### config.mk
export PLATFORM = sky130hd
export DESIGN_NAME = counter_timer_chain
export DESIGN_NICKNAME = d
export VERILOG_FILES = /design/src/rtl/counter_timer_chain.sv
export SDC_FILE = /design/constraint.sdc
export NUM_CORES = 1
export LEC_CHECK = 0
export CAP_MARGIN = 20
export CORE_MARGIN = 5
export CORE_UTILIZATION = 57
export DETAILED_ROUTE_END_ITERATION = 8
export GPL_TIMING_DRIVEN = 0
export PLACE_DENSITY_LB_ADDON = 0.3
export SLEW_MARGIN = 5
export SYNTH_ARGS = -nofsm -noshare
export SYNTH_HDL_FRONTEND = slang
export SYNTH_SLANG_ARGS = --single-unit
export TNS_END_PERCENT = 10
### constraint.sdc
create_clock -name clock -period 4.2 [get_ports clock]
set_input_delay 0.63 -clock clock [delete_from_list [all_inputs] [get_ports clock]]
set_output_delay 0.63 -clock clock [all_outputs]
set_load 0.005 [all_outputs]
### src/rtl/counter_timer_chain.sv
// Programmable up/down counter/timer with chain strobe/stop, terminal-count irq and register bus.
// Optional CAPTURE register and synchroniser enabled by defining COUNTER_TIMER_CAPTURE_EN.
module counter_timer_chain #(
  parameter int unsigned WIDTH = 32
) (
  input  logic        clock,
  input  logic        reset,
  input  logic [1:0]  reg_addr,
  input  logic        reg_we,
  input  logic        reg_re,
  input  logic [31:0] reg_wdata,
  output logic [31:0] reg_rdata,
  output logic        reg_ack,
  input  logic        enable_in,
  input  logic        stop_in,
  output logic        strobe_out,
  output logic        stop_out,
  output logic        irq,
  input  logic        capture_in
);

  localparam int unsigned CFG_W = 5;
  localparam int unsigned BUS_W = 32;

  localparam logic [1:0] ADDR_CONFIG  = 2'd0;
  localparam logic [1:0] ADDR_VALUE   = 2'd1;
  localparam logic [1:0] ADDR_DATA    = 2'd2;
  localparam logic [1:0] ADDR_CAPTURE = 2'd3;

  logic [WIDTH-1:0] value;
  logic [WIDTH-1:0] data;
  logic [CFG_W-1:0] cfg;
  logic [WIDTH-1:0] value_nxt;
  logic [BUS_W-1:0] rd_mux;
  logic [WIDTH-1:0] capture_val;

  logic cfg_en, cfg_oneshot, cfg_up, cfg_chain, cfg_irq_ena;
  logic wr_cfg, wr_value, wr_data;
  logic qual, at_term, term;

  assign cfg_en      = cfg[0];
  assign cfg_oneshot = cfg[1];
  assign cfg_up      = cfg[2];
  assign cfg_chain   = cfg[3];
  assign cfg_irq_ena = cfg[4];

  // Count qualification, terminal detection and next count value
  always_comb begin
    wr_cfg    = reg_we && (reg_addr == ADDR_CONFIG);
    wr_value  = reg_we && (reg_addr == ADDR_VALUE);
    wr_data   = reg_we && (reg_addr == ADDR_DATA);
    qual      = cfg_en & ~stop_in & (cfg_chain ? enable_in : 1'b1) & ~stop_out;
    at_term   = cfg_up ? (value == data) : (value == '0);
    term      = qual & at_term & ~wr_value;
    value_nxt = value;
    if (qual) begin
      if (!at_term)
        value_nxt = cfg_up ? value + WIDTH'(1) : value - WIDTH'(1);
      else if (!cfg_oneshot)
        value_nxt = cfg_up ? '0 : data;
    end
  end

  always_comb begin
    rd_mux = '0;
    case (reg_addr)
      ADDR_CONFIG:  rd_mux = BUS_W'(cfg);
      ADDR_VALUE:   rd_mux = BUS_W'(value);
      ADDR_DATA:    rd_mux = BUS_W'(data);
      ADDR_CAPTURE: rd_mux = BUS_W'(capture_val);
      default:      rd_mux = '0;
    endcase
  end

  always_ff @(posedge clock or posedge reset) begin
    if (reset) begin
      value      <= '0;
      data       <= '0;
      cfg        <= '0;
      reg_rdata  <= '0;
      reg_ack    <= 1'b0;
      strobe_out <= 1'b0;
      stop_out   <= 1'b0;
      irq        <= 1'b0;
    end else begin
      value <= wr_value ? reg_wdata[WIDTH-1:0] : value_nxt;
      if (wr_data)
        data <= reg_wdata[WIDTH-1:0];
      if (wr_cfg)
        cfg <= reg_wdata[CFG_W-1:0];
      strobe_out <= term;
      irq        <= term & cfg_irq_ena;
      // Any register write releases a held oneshot
      if (wr_cfg || wr_value || wr_data)
        stop_out <= 1'b0;
      else if (term && cfg_oneshot)
        stop_out <= 1'b1;
      reg_ack <= reg_we | reg_re;
      if (reg_re)
        reg_rdata <= rd_mux;
    end
  end

`ifdef COUNTER_TIMER_CAPTURE_EN
  logic [2:0] cap_sync;

  // Two-flop synchroniser plus edge history; latches the pre-count value
  always_ff @(posedge clock or posedge reset) begin
    if (reset) begin
      cap_sync    <= '0;
      capture_val <= '0;
    end else begin
      cap_sync <= {cap_sync[1:0], capture_in};
      if (cap_sync[1] && !cap_sync[2])
        capture_val <= value;
    end
  end
`else
  logic unused_capture_in;
  assign unused_capture_in = capture_in;
  assign capture_val       = '0;
`endif

endmodule
==> impl_metrics.yaml, run 1 <==
place:
  gp_congestion: 0.957
  io_buffer_count: 72
  place_ws_ns: -0.366
  dp_hpwl_um: 16600
timing:
  relSlewSlack_pct: 30.9
  worst_pin_slew_ns: 1.03
  setup_viol: 0
  layout_min_cycle_time_ns: 3.87
  hold_slack_ns: 0.522
  hold_violations: 0
  slew_viol_final: 0
  max_freq_ghz: 0.259
  fin_ws_ns: 0.333
  min_period_over_period_pct: 92.1
  fin_skew_ns: 0.00608
  rsz0062_at_grt: "false"
layout:
  drive_above_1_share_pct: 9.65
  mostFrequentLayoutCell: "dfrtp_1"
  syn_to_final_growth_pct: 18.7
  antenna_cells: 0
  multi_input_area_mm2: 0.00394
  layout_common_cells: "dfrtp_1, a21oi_1, clkdlybuf4s50_1"
  ff_latch_area_mm2: 0.00263
  layout.nets: 886
  fillerInstances: 911
  post-route-util_pct: 69.6
pwr:
  ir_drop_v: 0.000392
  leakagePower_nw: 3.34
  swShare_pct: 44.4
  p_int_mw: 3.05
  clkPwrFrac_pct: 15.6
  power_density_mw_per_mm2: 685
  comb_power_share_pct: 53.3
  p_switching_mw: 2.44
  seqPwrFrac_pct: 31.0
setup_path:
  cp_common_cell: "o21ai_0"
  rr_worst_depth: 12
  r2r_start: "cfg[2]$_DFFE_PP0P_"
  crit_fanout: 24
  reg2reg_slack_ns: 0.33
  critPathKind: "flop to flop"
  worstPathRequired_ns: 4.46
  slowest_stage: "dfrtp_2"
  crit_path_max_incr_delay_ns: 0.55
  worstPathArrival_ns: 4.13
  worstPathCellList: "clkinv_2 -> buf_16 -> ha_1 -> a21oi_1 -> nand2_1 -> o211ai_1 -> a2111oi_4 -> o21ai_0 -> or3b_2 -> xor2_1 -> a22oi_1 -> o21ai_0"
  start_kind: "flop"
  end_kind: "flop"
  reg2reg_to: "value[29]$_DFFE_PP0P_"
floorplan:
  die-area_mm2: 0.0141
  die_h_um: 119
  io_pins: 77
  rows: 39
  chipWidth_um: 119
  floorplan.initialDensity_pct: 58.7
  core_region_area_mm2: 0.0115
drt:
  viasPerCell: 6.65
  num_vias: 6395
  drt_iter0_drc: 880
  detail_route.wl_per_cell_um: 23.2
  antenna_left: 0
  routed_wl_um: 22300
  drtPass1Iterations: 5
  post-route-drc-count: 0
clocking:
  numCtsBuffers: 9
  cts.sinks: 105
  clkTransAtPathRegs_ns: 0.07
  cts_tree: "built"
  h-tree-depth: 3
  clock_path_buffers: 2
  clock_latency_ns: 0.35
  post-cts-setup-buffer-count: 0
  root_buffer: "clkbuf_16"
  holdBufCountCts: 0
synth:
  ys_warn_count: 0
  syn_nets: 802
  synth.distinct_cells: 59
  yosysSeqAreaShare_pct: 38.9
  async_flop_share_pct: 100
  synth_edf_count: 0
  syn_area_mm2: 0.00676
  synth.avg_cell_area_um2: 9.26
  yosys_register_bits: 105
  synth-main-ff-cell: "dfrtp_1"
  synthCells: 730
min_path:
  whs_endpoint: "reg_rdata[11]$_DFFE_PP0P_"
  hp-start: "reg_rdata[11]$_DFFE_PP0P_"
  hold_class: "flop to flop"
  hold_path_depth: 2
global_route:
  track_usage_pct: 31.6
  grt_pass1_wl_um: 35200
  grt_start_max_net_pins: 63
  grt_antenna_before_repair: 0
  grt_overflow: 0
  grt_pass1_vias: 6314
run_status:
  outcome: "completed"
run:
  max_cap_violations: 0
==> worst max-delay path, delay by kind of cell (launching register included) <==
kind | cells | cell delay [ns]
flops | 1 | 0.55
fa+ha+maj | 1 | 0.36
buf+inv | 2 | 0.58
xor+xnor | 1 | 0.24
compound gates | 6 | 1.46
simple gates | 2 | 0.58
==> power by group through the flow <==
stage               combinational (mW)  sequential, mW  clock [mW]
finish                            2.93            1.70       0.860
global route                      3.20            1.73       0.907
CTS                               2.88            1.67       0.858
detailed placement                2.83            1.69           0
global placement                  2.74            1.67           0
floorplan                         2.11            1.55           0
==> worst max path at each step <==
stage / slack (ns) / startpoint / end
floorplan: 0.41 / cfg[2]$_DFFE_PP0P_ / value[24]$_DFFE_PP0P_
global placement: -1.06 / cfg[2]$_DFFE_PP0P_ / value[31]$_DFFE_PP0P_
detailed placement: -0.37 / cfg[2]$_DFFE_PP0P_ / value[31]$_DFFE_PP0P_
CTS: 0.05 / cfg[2]$_DFFE_PP0P_ / value[29]$_DFFE_PP0P_
global route: 0.19 / cfg[2]$_DFFE_PP0P_ / value[29]$_DFFE_PP0P_
finish: 0.33 / cfg[2]$_DFFE_PP0P_ / value[29]$_DFFE_PP0P_
==> area by class of cell <==
type,count,share of cell area [%]
clock buffers,11,3.03
inverters,12,0.608
flip-flops and latches,105,32.8
well taps,143,2.23
clock inverters,5,0.686
plain buffers,38,1.86
multi-input cells,574,49.1
repair buffers,74,9.67
==> stage by stage <==
stage	instance area (um^2)	instances	TNS (ns)	total power [mW]
after CTS	8020	963	0	5.41
after global placement	7660	945	-73.79	4.41
after floorplan	6760	730	0	3.65
final	8020	962	0	5.49
after detailed placement	7720	947	-0.558	4.53
after global routing	8020	962	0	5.84
==> synthesized netlist by cell type, drive strengths merged, types with 18 or more instances <==
| library cell | n | share of area [%] |
|---|---|---|
| ha | 30 | 5.6 |
| o21ai | 34 | 2.7 |
| mux2 | 36 | 6.0 |
| xnor2 | 18 | 2.3 |
| clkbuf | 30 | 1.7 |
| dfrtp | 105 | 39 |
| xor2 | 41 | 5.3 |
| nand2 | 54 | 3.0 |
| a21oi | 84 | 6.3 |
| nand3 | 19 | 1.4 |
| nor2 | 66 | 3.7 |
| a22oi | 36 | 4.0 |
==> cell families (layout without fill, tap and decap cells) <==
logic type	Yosys count	count (layout)	share of synthesized area, %
xor+xnor	59	59	7.65
mux	46	46	7.48
compound gates	225	225	21.9
buf+inv	51	140	2.92
fa+ha+maj	31	31	5.85
flops	105	105	38.9
simple gates	213	213	15.3
==> sequential cells by signal, summed over array words and instances, names as in the netlist <==
| register | cells |
|---|---|
| data | 32 |
| reg_rdata | 32 |
| value | 32 |
| cfg | 5 |
| irq | 1 |
| reg_ack | 1 |
| stop_out | 1 |
| strobe_out | 1 |
==> layer usage <==
metal / GRT usage [%] / share of wire, %
met1: 42.6 / 40
met2: 50.0 / 47
met3: 6.07 / 9.3
met4: 14.0 / 3.9
met5: 0 / 0
==> repair_timing <==
item / 4_1_cts / 5_1_grt
resized for setup: 2 / 1
pin swaps: 0 / 0
endpoints found under the setup margin: 5 / 4
No activity file was read; power rests on OpenSTA's default activity.
==> inputs of run 2 (changes only) <==
Settings changed: CORE_UTILIZATION 57 to 47.
==> run 2 against run 1 <==
Compared with the run above: sequential power barely moved; final cell count increased by 3.7%; first-iteration DRC count down 23%; worst setup slack worse by 0.14 ns; clock power increased by 17%; combinational power is essentially flat.
==> impl_metrics.yaml, run 2 (same netlist as run 1, synthesis figures left out) <==
setup_path:
  worstPathArrival_ns: 4.23
  rr_worst_depth: 12
  end_kind: "flop"
  r2r_start: "cfg[2]$_DFFE_PP0P_"
  crit_fanout: 27
  start_kind: "flop"
  reg2reg_to: "value[28]$_DFFE_PP0P_"
  worstPathRequired_ns: 4.43
  critPathKind: "flop to flop"
  reg2reg_slack_ns: 0.20
floorplan:
  io_pins: 77
  die-area_mm2: 0.0169
  die_h_um: 130
  core_region_area_mm2: 0.0140
  rows: 43
  chipWidth_um: 130
  floorplan.initialDensity_pct: 48.3
drt:
  drtPass1Iterations: 5
  post-route-drc-count: 0
  antenna_left: 0
  viasPerCell: 6.28
  detail_route.wl_per_cell_um: 22.8
  num_vias: 6266
  routed_wl_um: 22700
  drt_iter0_drc: 678
clocking:
  cts_tree: "built"
  clock_path_buffers: 2
  clock_latency_ns: 0.35
  numCtsBuffers: 9
  clkTransAtPathRegs_ns: 0.07
  cts.sinks: 105
  root_buffer: "clkbuf_16"
  post-cts-setup-buffer-count: 0
  h-tree-depth: 3
layout:
  layout_common_cells: "dfrtp_1, a21oi_1, clkdlybuf4s50_1"
  post-route-util_pct: 58.0
  layout.nets: 886
  reg_top3: "data: 32 flops, reg_rdata: 32 flops, value: 32 flops"
  drive_above_1_share_pct: 9.41
  syn_to_final_growth_pct: 20.0
  mostFrequentLayoutCell: "dfrtp_1"
  antenna_cells: 0
timing:
  relSlewSlack_pct: 24.2
  tns_ns: 0
  fin_skew_ns: 0.00759
  fin_ws_ns: 0.196
  slew_viol_final: 0
  setup_viol: 0
  hold_violations: 0
  layout_min_cycle_time_ns: 4.00
  max_freq_ghz: 0.250
  rsz0062_at_grt: "false"
  worst_pin_slew_ns: 1.13
  min_period_over_period_pct: 95.3
pwr:
  p_switching_mw: 2.43
  power_density_mw_per_mm2: 692
  p_int_mw: 3.19
  clkPwrFrac_pct: 18.0
  swShare_pct: 43.2
  comb_power_share_pct: 51.9
  leakagePower_nw: 3.37
  seqPwrFrac_pct: 30.1
  ir_drop_v: 0.000303
min_path:
  hold_class: "flop to flop"
  hp-start: "reg_rdata[2]$_DFFE_PP0P_"
  whs_endpoint: "reg_rdata[2]$_DFFE_PP0P_"
  hold_path_depth: 2
place:
  io_buffer_count: 72
  gp_congestion: 0.939
  dp_hpwl_um: 16700
  place_ws_ns: -0.172
global_route:
  grt_pass1_vias: 6192
  grt_overflow: 0
  grt_pass1_wl_um: 35500
  grt_antenna_before_repair: 0
  grt_start_max_net_pins: 69
  track_usage_pct: 27.5
run:
  max_cap_violations: 0
run_status:
  outcome: "completed"
==> run 2: cell type report <==
class / count / area (um^2)
fillers: 1275 / 5880
clock buffers: 11 / 253
well taps: 180 / 225
multi-input cells: 574 / 3930
repair buffers: 74 / 776
inverters: 12 / 48.8
flip-flops and latches: 105 / 2630
clock inverters: 4 / 98.8
plain buffers: 38 / 149
==> run 2: timing repair <==
action / CTS / global route
resized for setup: 1 / 0
hold buffers: 0 / 0
endpoints found under the setup margin: 10 / 10
gates cloned: 0 / 0
==> run 2: metal layers <==
| layer | share of wire [%] | track usage, % |
|---|---|---|
| met2 | 47 | 43.6 |
| met1 | 43 | 38.1 |
| met5 | 0 | 0 |
| met4 | 3.1 | 9.96 |
| met3 | 7.5 | 4.54 |
==> run 2: worst max-delay path by stage <==
stage                                   from               endpoint  slack (ns)  depth (start not counted)
after detailed placement  cfg[2]$_DFFE_PP0P_  value[28]$_DFFE_PP0P_       -0.17                         13
after floorplan           cfg[2]$_DFFE_PP0P_  value[24]$_DFFE_PP0P_        0.41                         12
after global routing      cfg[2]$_DFFE_PP0P_  value[28]$_DFFE_PP0P_        0.03                         12
final                     cfg[2]$_DFFE_PP0P_  value[28]$_DFFE_PP0P_        0.20                         12
after CTS                 cfg[2]$_DFFE_PP0P_  value[28]$_DFFE_PP0P_        0.04                         13
after global placement    cfg[2]$_DFFE_PP0P_  value[27]$_DFFE_PP0P_       -0.86                         12
==> run 2: worst max-delay path, cell delays in order, from the launching register on <==
cell      delay, ns
dfrtp_1        0.67
clkinv_2       0.37
buf_16         0.27
ha_1           0.34
nor2b_1        0.17
o31a_1         0.28
o21a_1         0.25
o41ai_4        0.35
o21ai_2        0.17
a21boi_0       0.44
o21ai_0        0.23
mux2i_1        0.22
o211ai_1       0.10
==> run 2: stage by stage <==
stage	hold slack, ns	cell area, um^2	cells	power, mW
3_3_place_gp	0.501	7700	982	4.44
2_1_floorplan	0.471	6760	730	3.65
3_5_place_dp	0.511	7760	984	4.53
4_1_cts	0.530	8120	999	5.55
5_1_grt	0.542	8110	998	5.96
6_report	0.523	8110	998	5.61
==> run 2: power by group through the flow <==
stage	Clock [mW]	Sequential (mW)	Combinational, mW
5_1_grt	1.05	1.72	3.19
6_report	1.01	1.69	2.91
2_1_floorplan	0	1.55	2.11
3_3_place_gp	0	1.67	2.77
3_5_place_dp	0	1.68	2.85
4_1_cts	1.01	1.66	2.88
